File: config.mk
export PLATFORM = sky130hd
export DESIGN_NAME = spi_cmd_sequencer_flat
export DESIGN_NICKNAME = d
export VERILOG_FILES = /design/src/rtl/spi_cmd_sequencer_if.sv /design/src/rtl/spi_cmd_sequencer.sv /design/src/flat_wrapper.sv
export SDC_FILE = /design/constraint.sdc
export NUM_CORES = 1
export LEC_CHECK = 0
export ABC_CLOCK_PERIOD_IN_PS = 3500
export BUFFER_PORTS_ARGS = -buffer_cell sky130_fd_sc_hd__buf_2
export CAP_MARGIN = 0
export CORE_ASPECT_RATIO = 0.5
export CORE_MARGIN = 1
export CORE_UTILIZATION = 25
export CTS_CLUSTER_SIZE = 25
export DETAILED_ROUTE_END_ITERATION = 6
export GPL_ROUTABILITY_DRIVEN = 0
export GPL_TIMING_DRIVEN = 0
export SYNTH_ARGS = -nofsm -noshare
export SYNTH_HDL_FRONTEND = slang
export SYNTH_SLANG_ARGS = --single-unit
File: constraint.sdc
create_clock -name clk_i -period 3.5 [get_ports clk_i]
set_clock_uncertainty 0.2 [all_clocks]
set_input_delay 0.35 -clock clk_i [delete_from_list [all_inputs] [get_ports clk_i]]
set_output_delay 0.35 -clock clk_i [all_outputs]
set_load 0.005 [all_outputs]
File: src/rtl/spi_cmd_sequencer_if.sv
// Register-file write bus between the SPI command sequencer (master) and the
// configuration register bank (slave).
interface spi_cmd_sequencer_if #(
   parameter int ADDR_W = 7
);
   logic              regWe;
   logic [ADDR_W-1:0] regAddr;
   logic [7:0]        regWdata;

   modport master (output regWe, regAddr, regWdata);
   modport slave  (input  regWe, regAddr, regWdata);
endinterface

File: src/rtl/spi_cmd_sequencer.sv
// Decodes bytes from the SPI receive buffer into burst register writes.
// Optional idle-timeout abort is enabled by defining SPI_CMD_SEQ_TIMEOUT_EN.
module spi_cmd_sequencer #(
   parameter int ADDR_W      = 7,
   parameter int MAX_BURST   = 16,
   parameter int SYNC_STAGES = 2
`ifdef SPI_CMD_SEQ_TIMEOUT_EN
   ,
   parameter int TIMEOUT_CYC = 4096
`endif
) (
   input  logic                       clk_i,
   input  logic                       rst_i,
   input  logic                       spi_cs_i,
   input  logic [7:0]                 byte_i,
   input  logic                       byte_valid_i,
   spi_cmd_sequencer_if.master        regBus,
   output logic                       busy_o,
   output logic                       frame_done_o,
   output logic [7:0]                 byte_count_o,
   output logic                       overrun_o
`ifdef SPI_CMD_SEQ_TIMEOUT_EN
   ,
   output logic                       timeout_o
`endif
);

   localparam int CNT_W = $clog2(MAX_BURST + 1);
   localparam logic [CNT_W-1:0] MAX_BURST_C = CNT_W'(MAX_BURST);

   typedef enum logic [1:0] {
      IDLE,
      CMD,
      DATA,
      DISCARD
   } state_e;

   state_e                 state_q, state_d;
   logic [SYNC_STAGES-1:0] csSync_q;
   logic [SYNC_STAGES-1:0] validSync_q;
   logic                   validPrev_q;
   logic [ADDR_W-1:0]      addr_q, addr_d;
   logic [CNT_W-1:0]       dataCnt_q, dataCnt_d;
   logic                   regWe_q, regWe_d;
   logic [ADDR_W-1:0]      regAddr_q, regAddr_d;
   logic [7:0]             regWdata_q, regWdata_d;
   logic                   frameDone_q, frameDone_d;
   logic [7:0]             byteCount_q, byteCount_d;
   logic                   overrun_q, overrun_d;

   logic csS;
   logic validS;
   logic strobe;
   logic burstRoom;

   assign csS       = csSync_q[SYNC_STAGES-1];
   assign validS    = validSync_q[SYNC_STAGES-1];
   assign strobe    = validS & ~validPrev_q;
   assign burstRoom = (dataCnt_q < MAX_BURST_C);

`ifdef SPI_CMD_SEQ_TIMEOUT_EN
   localparam int TMR_W = (TIMEOUT_CYC > 1) ? $clog2(TIMEOUT_CYC) : 1;
   localparam logic [TMR_W-1:0] TIMER_LAST = TMR_W'(TIMEOUT_CYC - 1);

   logic [TMR_W-1:0] timer_q, timer_d;
   logic             timeout_q, timeout_d;
   logic             timeoutHit;

   // The current cycle is the TIMEOUT_CYC-th consecutive one without a byte.
   assign timeoutHit = (state_q != IDLE) && !csS && !strobe && (timer_q == TIMER_LAST);
   assign timeout_o  = timeout_q;
`endif

   always_ff @(posedge clk_i) begin
      if (rst_i) begin
         csSync_q    <= '1;
         validSync_q <= '0;
         validPrev_q <= 1'b0;
         state_q     <= IDLE;
         addr_q      <= '0;
         dataCnt_q   <= '0;
         regWe_q     <= 1'b0;
         regAddr_q   <= '0;
         regWdata_q  <= '0;
         frameDone_q <= 1'b0;
         byteCount_q <= '0;
         overrun_q   <= 1'b0;
`ifdef SPI_CMD_SEQ_TIMEOUT_EN
         timer_q     <= '0;
         timeout_q   <= 1'b0;
`endif
      end else begin
         csSync_q    <= {csSync_q[SYNC_STAGES-2:0], spi_cs_i};
         validSync_q <= {validSync_q[SYNC_STAGES-2:0], byte_valid_i};
         validPrev_q <= validS;
         state_q     <= state_d;
         addr_q      <= addr_d;
         dataCnt_q   <= dataCnt_d;
         regWe_q     <= regWe_d;
         regAddr_q   <= regAddr_d;
         regWdata_q  <= regWdata_d;
         frameDone_q <= frameDone_d;
         byteCount_q <= byteCount_d;
         overrun_q   <= overrun_d;
`ifdef SPI_CMD_SEQ_TIMEOUT_EN
         timer_q     <= timer_d;
         timeout_q   <= timeout_d;
`endif
      end
   end

   // A chip-select release always closes the frame, even if a byte arrives in the same cycle.
   always_comb begin
      state_d = state_q;
      case (state_q)
         IDLE: begin
            if (!csS) state_d = CMD;
         end
         CMD: begin
            if (csS)         state_d = IDLE;
            else if (strobe) state_d = byte_i[7] ? DATA : DISCARD;
         end
         DATA: begin
            if (csS)                        state_d = IDLE;
            else if (strobe && !burstRoom)  state_d = DISCARD;
         end
         DISCARD: begin
            if (csS) state_d = IDLE;
         end
         default: state_d = IDLE;
      endcase
`ifdef SPI_CMD_SEQ_TIMEOUT_EN
      if (timeoutHit) state_d = DISCARD;
`endif
   end

   always_comb begin
      addr_d      = addr_q;
      dataCnt_d   = dataCnt_q;
      regWe_d     = 1'b0;
      regAddr_d   = regAddr_q;
      regWdata_d  = regWdata_q;
      frameDone_d = 1'b0;
      byteCount_d = byteCount_q;
      overrun_d   = overrun_q;
`ifdef SPI_CMD_SEQ_TIMEOUT_EN
      timer_d     = timer_q;
      timeout_d   = timeout_q;
`endif
      if (state_q == IDLE) begin
         if (!csS) begin
            byteCount_d = '0;
            overrun_d   = 1'b0;
            dataCnt_d   = '0;
`ifdef SPI_CMD_SEQ_TIMEOUT_EN
            timer_d     = '0;
            timeout_d   = 1'b0;
`endif
         end
      end else if (csS) begin
         frameDone_d = 1'b1;
      end else begin
         if (strobe) begin
            if (byteCount_q != 8'hFF) byteCount_d = byteCount_q + 8'd1;
            if (state_q == CMD) begin
               addr_d = byte_i[ADDR_W-1:0];
            end else if (state_q == DATA) begin
               if (burstRoom) begin
                  regWe_d    = 1'b1;
                  regAddr_d  = addr_q;
                  regWdata_d = byte_i;
                  addr_d     = addr_q + ADDR_W'(1);
                  dataCnt_d  = dataCnt_q + CNT_W'(1);
               end else begin
                  overrun_d = 1'b1;
               end
            end
         end
`ifdef SPI_CMD_SEQ_TIMEOUT_EN
         if (strobe) begin
            timer_d = '0;
         end else if (timeoutHit) begin
            timeout_d = 1'b1;
         end else begin
            timer_d = timer_q + TMR_W'(1);
         end
`endif
      end
   end

   assign regBus.regWe    = regWe_q;
   assign regBus.regAddr  = regAddr_q;
   assign regBus.regWdata = regWdata_q;
   assign busy_o          = (state_q != IDLE);
   assign frame_done_o    = frameDone_q;
   assign byte_count_o    = byteCount_q;
   assign overrun_o       = overrun_q;

endmodule

File: src/flat_wrapper.sv
// flat-port wrapper written by rule: the top's interface ports become plain ports
module spi_cmd_sequencer_flat 
#(
   parameter int ADDR_W      = 7,
   parameter int MAX_BURST   = 16,
   parameter int SYNC_STAGES = 2

)
  (clk_i, rst_i, spi_cs_i, byte_i, byte_valid_i, busy_o, frame_done_o, byte_count_o, overrun_o, regBus_regWe, regBus_regAddr, regBus_regWdata);
  spi_cmd_sequencer_if #(.ADDR_W(ADDR_W)) regBus_i ();
  input  logic clk_i;
  input  logic rst_i;
  input  logic spi_cs_i;
  input  logic [7:0] byte_i;
  input  logic byte_valid_i;
  output logic busy_o;
  output logic frame_done_o;
  output logic [7:0] byte_count_o;
  output logic overrun_o;
  output wire logic [$bits(regBus_i.regWe)-1:0] regBus_regWe;
  output wire logic [$bits(regBus_i.regAddr)-1:0] regBus_regAddr;
  output wire logic [$bits(regBus_i.regWdata)-1:0] regBus_regWdata;
  assign regBus_regWe = regBus_i.regWe;
  assign regBus_regAddr = regBus_i.regAddr;
  assign regBus_regWdata = regBus_i.regWdata;
  spi_cmd_sequencer #(.ADDR_W(ADDR_W), .MAX_BURST(MAX_BURST), .SYNC_STAGES(SYNC_STAGES)) u_core (.clk_i(clk_i), .rst_i(rst_i), .spi_cs_i(spi_cs_i), .byte_i(byte_i), .byte_valid_i(byte_valid_i), .regBus(regBus_i), .busy_o(busy_o), .frame_done_o(frame_done_o), .byte_count_o(byte_count_o), .overrun_o(overrun_o));
endmodule
==> reports/metrics.json, run 1 <==
{
  "initial_core_util": {"value": 26.0, "unit": "%"},
  "synth_cell_types": {"value": 47},
  "vdd_drop_max": {"value": 0.207, "unit": "mV"},
  "timing.critical_path.from_type": {"value": "flop"},
  "setup_total_neg_slack": {"value": 0, "unit": "ns"},
  "edff_count_synth": {"value": 0},
  "synthesis.nets": {"value": 251},
  "ys_seq_elements": {"value": 45},
  "worst-endpoint-arrival": {"value": 2.33, "unit": "ns"},
  "synth.area.mux_share": {"value": 8.26, "unit": "%"},
  "totalWireLength": {"value": 4.69, "unit": "mm"},
  "topRoutingLayerUsed": {"value": "met4"},
  "timing.final.setup_violations": {"value": 0},
  "synth_top_family_by_area": {"value": "simple AND/OR/NAND/NOR gates"},
  "criticalPathCategory": {"value": "reg -> reg"},
  "period_share": {"value": 67.7, "unit": "%"},
  "run_status": {"value": "finished clean"},
  "drive_gt1_share": {"value": 22.0, "unit": "%"},
  "crit_path_max_incr_delay": {"value": 0.48, "unit": "ns"},
  "drt_iter0_markers": {"value": 78},
  "route.antenna.remaining_nets": {"value": 0},
  "max_clock_freq": {"value": 422, "unit": "MHz"},
  "tritoncts": {"value": "yes"},
  "num_vias": {"value": 1775},
  "floorplan.io_pins": {"value": 39},
  "worst_skew_pair.late_latency": {"value": 0.29, "unit": "ns"},
  "cts-resized-gates": {"value": 0},
  "synth_fa_ha_area_share": {"value": 4.16, "unit": "%"},
  "fp-row-count": {"value": 23},
  "mostFrequentLayoutCell": {"value": "dfxtp_1"},
  "min-delay-path-class": {"value": "in -> reg"},
  "capturing_element_type_of_the_critical_path": {"value": "flop"},
  "post-dp-hpwl": {"value": 3.45, "unit": "mm"},
  "clock_tree.buffer_depth": {"value": 2},
  "finalMaxSlewViolations": {"value": 0},
  "synth-compound-area-share": {"value": 17.9, "unit": "%"},
  "clockRootBuffer": {"value": "clkbuf_16"},
  "cap_violations": {"value": 0},
  "wl_met2": {"value": 2.09, "unit": "mm"},
  "design.final.nets": {"value": 295},
  "worst_hold_slack": {"value": 0.0401, "unit": "ns"},
  "worst-slew-pin-transition": {"value": 0.509, "unit": "ns"},
  "power.density_cell_area": {"value": 432, "unit": "nW/um^2"},
  "first_global_vias": {"value": 1635},
  "post_cts_buffers": {"value": 0},
  "clock_tree.htree_level_count": {"value": 2},
  "placed_area": {"value": 2430, "unit": "sq um"},
  "portBuffers": {"value": 37},
  "dieArea": {"value": 8820, "unit": "sq um"},
  "grt_remaining_overflow": {"value": 0},
  "route.detailed.wl_per_inst": {"value": 12.1, "unit": "um"},
  "grt.total_usage": {"value": 11.4, "unit": "%"},
  "grt_antenna_before_repair": {"value": 0},
  "sequential_element_share_of_the_synthesized_area": {"value": 42.8, "unit": "%"},
  "diodes": {"value": 0},
  "crit_chain": {"value": "inv_1, ha_1, nor3b_2, nand4_2, buf_4, mux2i_1, nor2_1"},
  "final-hold-violation-count": {"value": 0},
  "grt_setup_unrepaired": {"value": "false"},
  "cts_inserted_buffers": {"value": 5},
  "die_x": {"value": 132, "unit": "um"},
  "cp_slowest_cell": {"value": "dfxtp_1"},
  "wl_met3": {"value": 140, "unit": "um"},
  "drc_errors": {"value": 0},
  "worst_slew_margin_rel": {"value": 66.1, "unit": "%"},
  "die_height": {"value": 66.9, "unit": "um"},
  "p_leak": {"value": 1.11, "unit": "nW"},
  "netlist_instances": {"value": 232},
  "synthArstFlopShare": {"value": 0, "unit": "%"},
  "timing.critical_path.max_delay_family": {"value": "simple AND/OR/NAND/NOR gates"},
  "ys.flop_type": {"value": "dfxtp_1"},
  "synthToLayoutAreaGrowth": {"value": 23.5, "unit": "%"},
  "clock_sink_count": {"value": 45},
  "path_clk_slew": {"value": 0.07, "unit": "ns"},
  "layout_min_cycle_time": {"value": 2.37, "unit": "ns"},
  "area_fraction_in_and_or_nand_and_nor_cells_after_synthesis": {"value": 22.9, "unit": "%"},
  "timing.critical_path.required": {"value": 3.47, "unit": "ns"},
  "grt_max_degree": {"value": 16},
  "yosys_warnings": {"value": 0},
  "grt_pass1_wl": {"value": 7.91, "unit": "mm"},
  "timing.critical_path.fanout_max": {"value": 10},
  "post_synth_instance_area": {"value": 2110, "unit": "sq um"},
  "routed_metal_1_wirelength": {"value": 2.38, "unit": "mm"},
  "postCtsHoldBufs": {"value": 0},
  "detail_route.vias_per_cell": {"value": 4.56},
  "postSynthAreaPerCell": {"value": 9.08, "unit": "sq um"},
  "synth-xor-area-share": {"value": 0.416, "unit": "%"},
  "most-common-layout-cells": {"value": "dfxtp_1 (45), buf_2 (39), nor2_1 (28), a21oi_1 (18), mux2i_1 (16)"},
  "finalInstanceArea": {"value": 2600, "unit": "sq um"},
  "area_inside_the_core_boundary": {"value": 8090, "unit": "sq um"},
  "drt-pass1-iter-count": {"value": 4},
  "cp_num_buf_inv": {"value": 2}
}
[path summary, 6_finish.rpt]
check	start	end	slack [ns]	depth (start not counted)
hold reg to reg	u_core.csSync_q[0]$_SDFF_PP1_	u_core.csSync_q[1]$_SDFF_PP1_	0.22	1
hold / removal	spi_cs_i	u_core.csSync_q[0]$_SDFF_PP1_	0.04	2
setup / recovery	u_core.state_q[1]$_SDFFE_PP0P_	u_core.regBus.regWdata[2]$_SDFFE_PP0P_	1.13	7
setup reg to reg	u_core.state_q[1]$_SDFFE_PP0P_	u_core.regBus.regWdata[2]$_SDFFE_PP0P_	1.13	7
[synthesized netlist by cell type, types with 2 or more instances]
master     count  area share [%]
dfxtp_1       45              43
nor2_1        28             5.0
a21oi_1       18             4.3
mux2i_1       16             7.6
nand2_1       14             2.5
o21ai_0        9             2.1
ha_1           7             4.2
nor2b_1        7             2.1
o21ai_1        7             1.7
or3_1          6             1.8
clkbuf_1       5            0.89
inv_1          5            0.89
a31oi_1        4             1.2
and3_1         4             1.2
nand2b_1       4             1.2
nand3_1        4            0.95
o31ai_1        4             1.4
a211oi_1       3             1.1
nor3_1         3            0.71
a21boi_1       2            0.71
a22o_1         2            0.83
buf_2          2            0.48
buf_4          2            0.71
inv_2          2            0.36
nand4b_1       2            0.83
nor3b_1        2            0.71
o2111ai_4      2             2.5
or2_1          2            0.59
or2_2          2            0.59
or4_1          2            0.71
[metal layers]
layer | up-vias | GRT usage [%]
met3 | 7 | 3.12
met2 | 21 | 18.5
met5 | - | 0
met1 | 836 | 14.4
li1 | 911 | -
met4 | 0 | 5.23
[flip-flops by register name (all words and copies together), names as in the netlist]
| name | flops |
|---|---|
| u_core.state_q | 2 |
| u_core.byte_count_o | 8 |
| u_core.regBus.regWe | 1 |
| u_core.dataCnt_q | 5 |
| u_core.regBus.regWdata | 8 |
| u_core.frame_done_o | 1 |
| u_core.csSync_q | 2 |
| u_core.validSync_q | 2 |
| u_core.overrun_o | 1 |
| u_core.validPrev_q | 1 |
| u_core.regBus.regAddr | 7 |
| u_core.addr_q | 7 |
[cell families after synthesis]
| family | after synthesis |
|---|---|
| adders and majority gates | 7 |
| AOI/OAI and AO/OA | 56 |
| muxes | 17 |
| and+or+nand+nor | 89 |
| DFF | 45 |
| xor gates and xnor gates | 1 |
| buffers and inverters | 17 |
[where the power goes]
part           switching [W]  internal (W)
Combinational      0.0000355     0.0000224
Clock               0.000206      0.000338
Sequential        0.00000472      0.000517
[metrics by stage]
stage	power [W]	utilization, %	setup slack [ns]	instances
6_report	0.00112	32.2	1.13	389
5_1_grt	0.00116	32.2	0.991	389
4_1_cts	0.00113	32.2	1.13	389
3_5_place_dp	0.000591	30.1	1.17	381
3_3_place_gp	0.000591	30.1	1.18	381
2_1_floorplan	0.000571	-	1.52	232
[layout make-up]
type,count,area [sq um]
fill,848,5490
multi-input combinational,170,1130
sequential,45,901
timing repair buffer,37,185
tap,112,140
clock buffer,5,125
buffer,10,47.5
clock inverter,3,43.8
inverter,7,26.3
Power figures use the tool's default switching activity.
==> run 2: changes to the inputs <==
Settings changed: ABC_CLOCK_PERIOD_IN_PS 3500 to 2200.
Clock period 3.5 ns to 2.2 ns, I/O delays scaled along.
==> reports/metrics.json, run 2 (synthesized netlist as in run 1, its figures left out) <==
{
  "detail_route.vias_per_cell": {"value": 4.52},
  "worst-endpoint-arrival": {"value": 1.98, "unit": "ns"},
  "period_share": {"value": 89.7, "unit": "%"},
  "drt_iter0_markers": {"value": 82},
  "grt_antenna_before_repair": {"value": 0},
  "die_height": {"value": 66.9, "unit": "um"},
  "power.combinational.fraction": {"value": 5.9, "unit": "%"},
  "fp-row-count": {"value": 23},
  "diodes": {"value": 0},
  "vdd_drop_max": {"value": 0.331, "unit": "mV"},
  "num_vias": {"value": 1804},
  "synthToLayoutAreaGrowth": {"value": 29.1, "unit": "%"},
  "worst_hold_slack": {"value": -0.00183, "unit": "ns"},
  "post-dp-hpwl": {"value": 3.45, "unit": "mm"},
  "portBuffers": {"value": 37},
  "route.detailed.wl_per_inst": {"value": 12.1, "unit": "um"},
  "timing.critical_path.required": {"value": 2.20, "unit": "ns"},
  "run_status": {"value": "finished with violations"},
  "rr_startpoint": {"value": "u_core.state_q[1]$_SDFFE_PP0P_"},
  "route.antenna.remaining_nets": {"value": 0},
  "crit_start": {"value": "u_core.state_q[1]$_SDFFE_PP0P_"},
  "mostFrequentLayoutCell": {"value": "dfxtp_1"},
  "most-common-layout-cells": {"value": "dfxtp_1 (43), buf_2 (39), nor2_1 (28), a21oi_1 (18), mux2i_1 (16)"},
  "floorplan.io_pins": {"value": 39},
  "setup.worst_path.end": {"value": "u_core.addr_q[0]$_SDFFE_PP0P_"},
  "first_global_vias": {"value": 1688},
  "p_leak": {"value": 1.15, "unit": "nW"},
  "layout.core_utilization": {"value": 33.6, "unit": "%"},
  "num-fill-cells": {"value": 838},
  "timing.critical_path.fanout_max": {"value": 7},
  "clockPowerShare": {"value": 48.0, "unit": "%"},
  "max_clock_freq": {"value": 506, "unit": "MHz"},
  "die_x": {"value": 132, "unit": "um"},
  "grt_remaining_overflow": {"value": 0},
  "worst-slew-pin-transition": {"value": 0.513, "unit": "ns"},
  "clock_tree.buffer_depth": {"value": 2},
  "totalWireLength": {"value": 4.83, "unit": "mm"},
  "dieArea": {"value": 8820, "unit": "sq um"},
  "internal_power": {"value": 0.00141, "unit": "W"},
  "grt_pass1_wl": {"value": 8.14, "unit": "mm"},
  "initial_core_util": {"value": 26.0, "unit": "%"},
  "worst_slew_margin_rel": {"value": 65.8, "unit": "%"},
  "clock_tree.htree_level_count": {"value": 2},
  "power_switching": {"value": 0.000394, "unit": "W"},
  "capturing_element_type_of_the_critical_path": {"value": "flop"},
  "sequentialPowerShare": {"value": 46.1, "unit": "%"},
  "finalMaxSlewViolations": {"value": 0},
  "design.final.nets": {"value": 305},
  "worst_r2r_path_depth": {"value": 7},
  "cts_inserted_buffers": {"value": 5},
  "drc_errors": {"value": 0},
  "failed_checks": {"value": "hold timing"},
  "endpoint_of_the_most_critical_register_to_register_path": {"value": "u_core.addr_q[0]$_SDFFE_PP0P_"},
  "worst_skew_pair.late_latency": {"value": 0.29, "unit": "ns"},
  "post-place-ws": {"value": -0.129, "unit": "ns"},
  "reg2reg_setup_slack": {"value": 0.23, "unit": "ns"},
  "drive_gt1_share": {"value": 22.6, "unit": "%"},
  "min-delay-path-class": {"value": "in -> reg"},
  "timing.final.setup_violations": {"value": 0},
  "layout_min_cycle_time": {"value": 1.97, "unit": "ns"},
  "clock_sink_count": {"value": 45},
  "timing.critical_path.from_type": {"value": "flop"},
  "criticalPathCategory": {"value": "reg -> reg"},
  "drt-pass1-iter-count": {"value": 4},
  "clockRootBuffer": {"value": "clkbuf_16"},
  "path_clk_slew": {"value": 0.07, "unit": "ns"},
  "power.density_cell_area": {"value": 663, "unit": "nW/um^2"},
  "power_switching_share": {"value": 21.9, "unit": "%"},
  "final_critical_path_setup_slack": {"value": 0.226, "unit": "ns"},
  "grt_max_degree": {"value": 16},
  "final-hold-violation-count": {"value": 1},
  "cap_violations": {"value": 0},
  "grt.total_usage": {"value": 11.8, "unit": "%"},
  "grt_setup_unrepaired": {"value": "false"},
  "tritoncts": {"value": "yes"},
  "area_inside_the_core_boundary": {"value": 8090, "unit": "sq um"}
}
==> run 2: per-stage QoR <==
step	hold slack, ns	power [W]	TNS (ns)	cells	instance area [sq um]
after floorplan	0.124	0.000909	0	232	2110
after CTS	0.00253	0.00182	0	398	2710
final	-0.00183	0.00180	0	399	2720
after global routing	0.0117	0.00187	0	399	2720
after global placement	0.203	0.000941	-1.03	381	2430
after detailed placement	0.203	0.000941	-1.07	381	2430
==> run 2: how the worst min path moves through the flow <==
stage / slack [ns] / to / cells after the start / from
floorplan: 0.12 / u_core.csSync_q[0]$_SDFF_PP1_ / 1 / spi_cs_i
global placement: 0.20 / u_core.csSync_q[0]$_SDFF_PP1_ / 2 / spi_cs_i
detailed placement: 0.20 / u_core.csSync_q[1]$_SDFF_PP1_ / 1 / u_core.csSync_q[0]$_SDFF_PP1_
CTS: 0.003 / u_core.regBus.regWdata[4]$_SDFFE_PP0P_ / 3 / byte_i[4]
global route: 0.01 / u_core.regBus.regWdata[4]$_SDFFE_PP0P_ / 3 / byte_i[4]
finish: -0.002 / u_core.regBus.regWdata[4]$_SDFFE_PP0P_ / 3 / byte_i[4]
==> run 2: power by group through the flow <==
stage                     clock network, W  logic (W)  registers [W]
after global routing              0.000916   0.000119       0.000831
after global placement                   0  0.0000927       0.000848
after CTS                         0.000879   0.000107       0.000830
after detailed placement                 0  0.0000925       0.000848
final                             0.000864   0.000106       0.000830
after floorplan                          0  0.0000625       0.000846
==> run 2: layout make-up <==
cell class	instances	area [sq um]	share of cell area, %
Inverter	7	26.3	0.967
Timing Repair Buffer	47	283	10.4
Clock buffer	5	125	4.60
Clock inverter	3	43.8	1.61
Multi-Input combinational cell	170	1150	42.3
Buffer	10	47.5	1.75
Sequential cell	45	903	33.2
Tap cell	112	140	5.16
==> run 2: metal layers <==
layer / track usage [%] / routed length [um] / part of all wire (%) / vias to the layer above
met1: 14.6 / 2430 / 50 / 847
met4: 5.23 / 82 / 1.7 / 0
met5: 0 / 0 / 0 / -
li1: - / - / - / 933
met2: 19.4 / 2180 / 45 / 17
met3: 3.12 / 135 / 2.8 / 7
==> run 2: critical path, cell delays in order, from the launching register on <==
cell and delay, ns:
dfxtp_2 0.41, inv_1 0.09, ha_2 0.31, and4bb_1 0.24, and3_1 0.16, buf_2 0.17, a21oi_1 0.08, a311oi_1 0.24
==> run 2: timing repair <==
item,CTS,global route
resized for setup,3,2
pin swaps,0,1
hold buffers,9,0
endpoints found under the setup margin,9,13
gates cloned,0,0
hold endpoints to repair,9,0
setup buffers,0,1
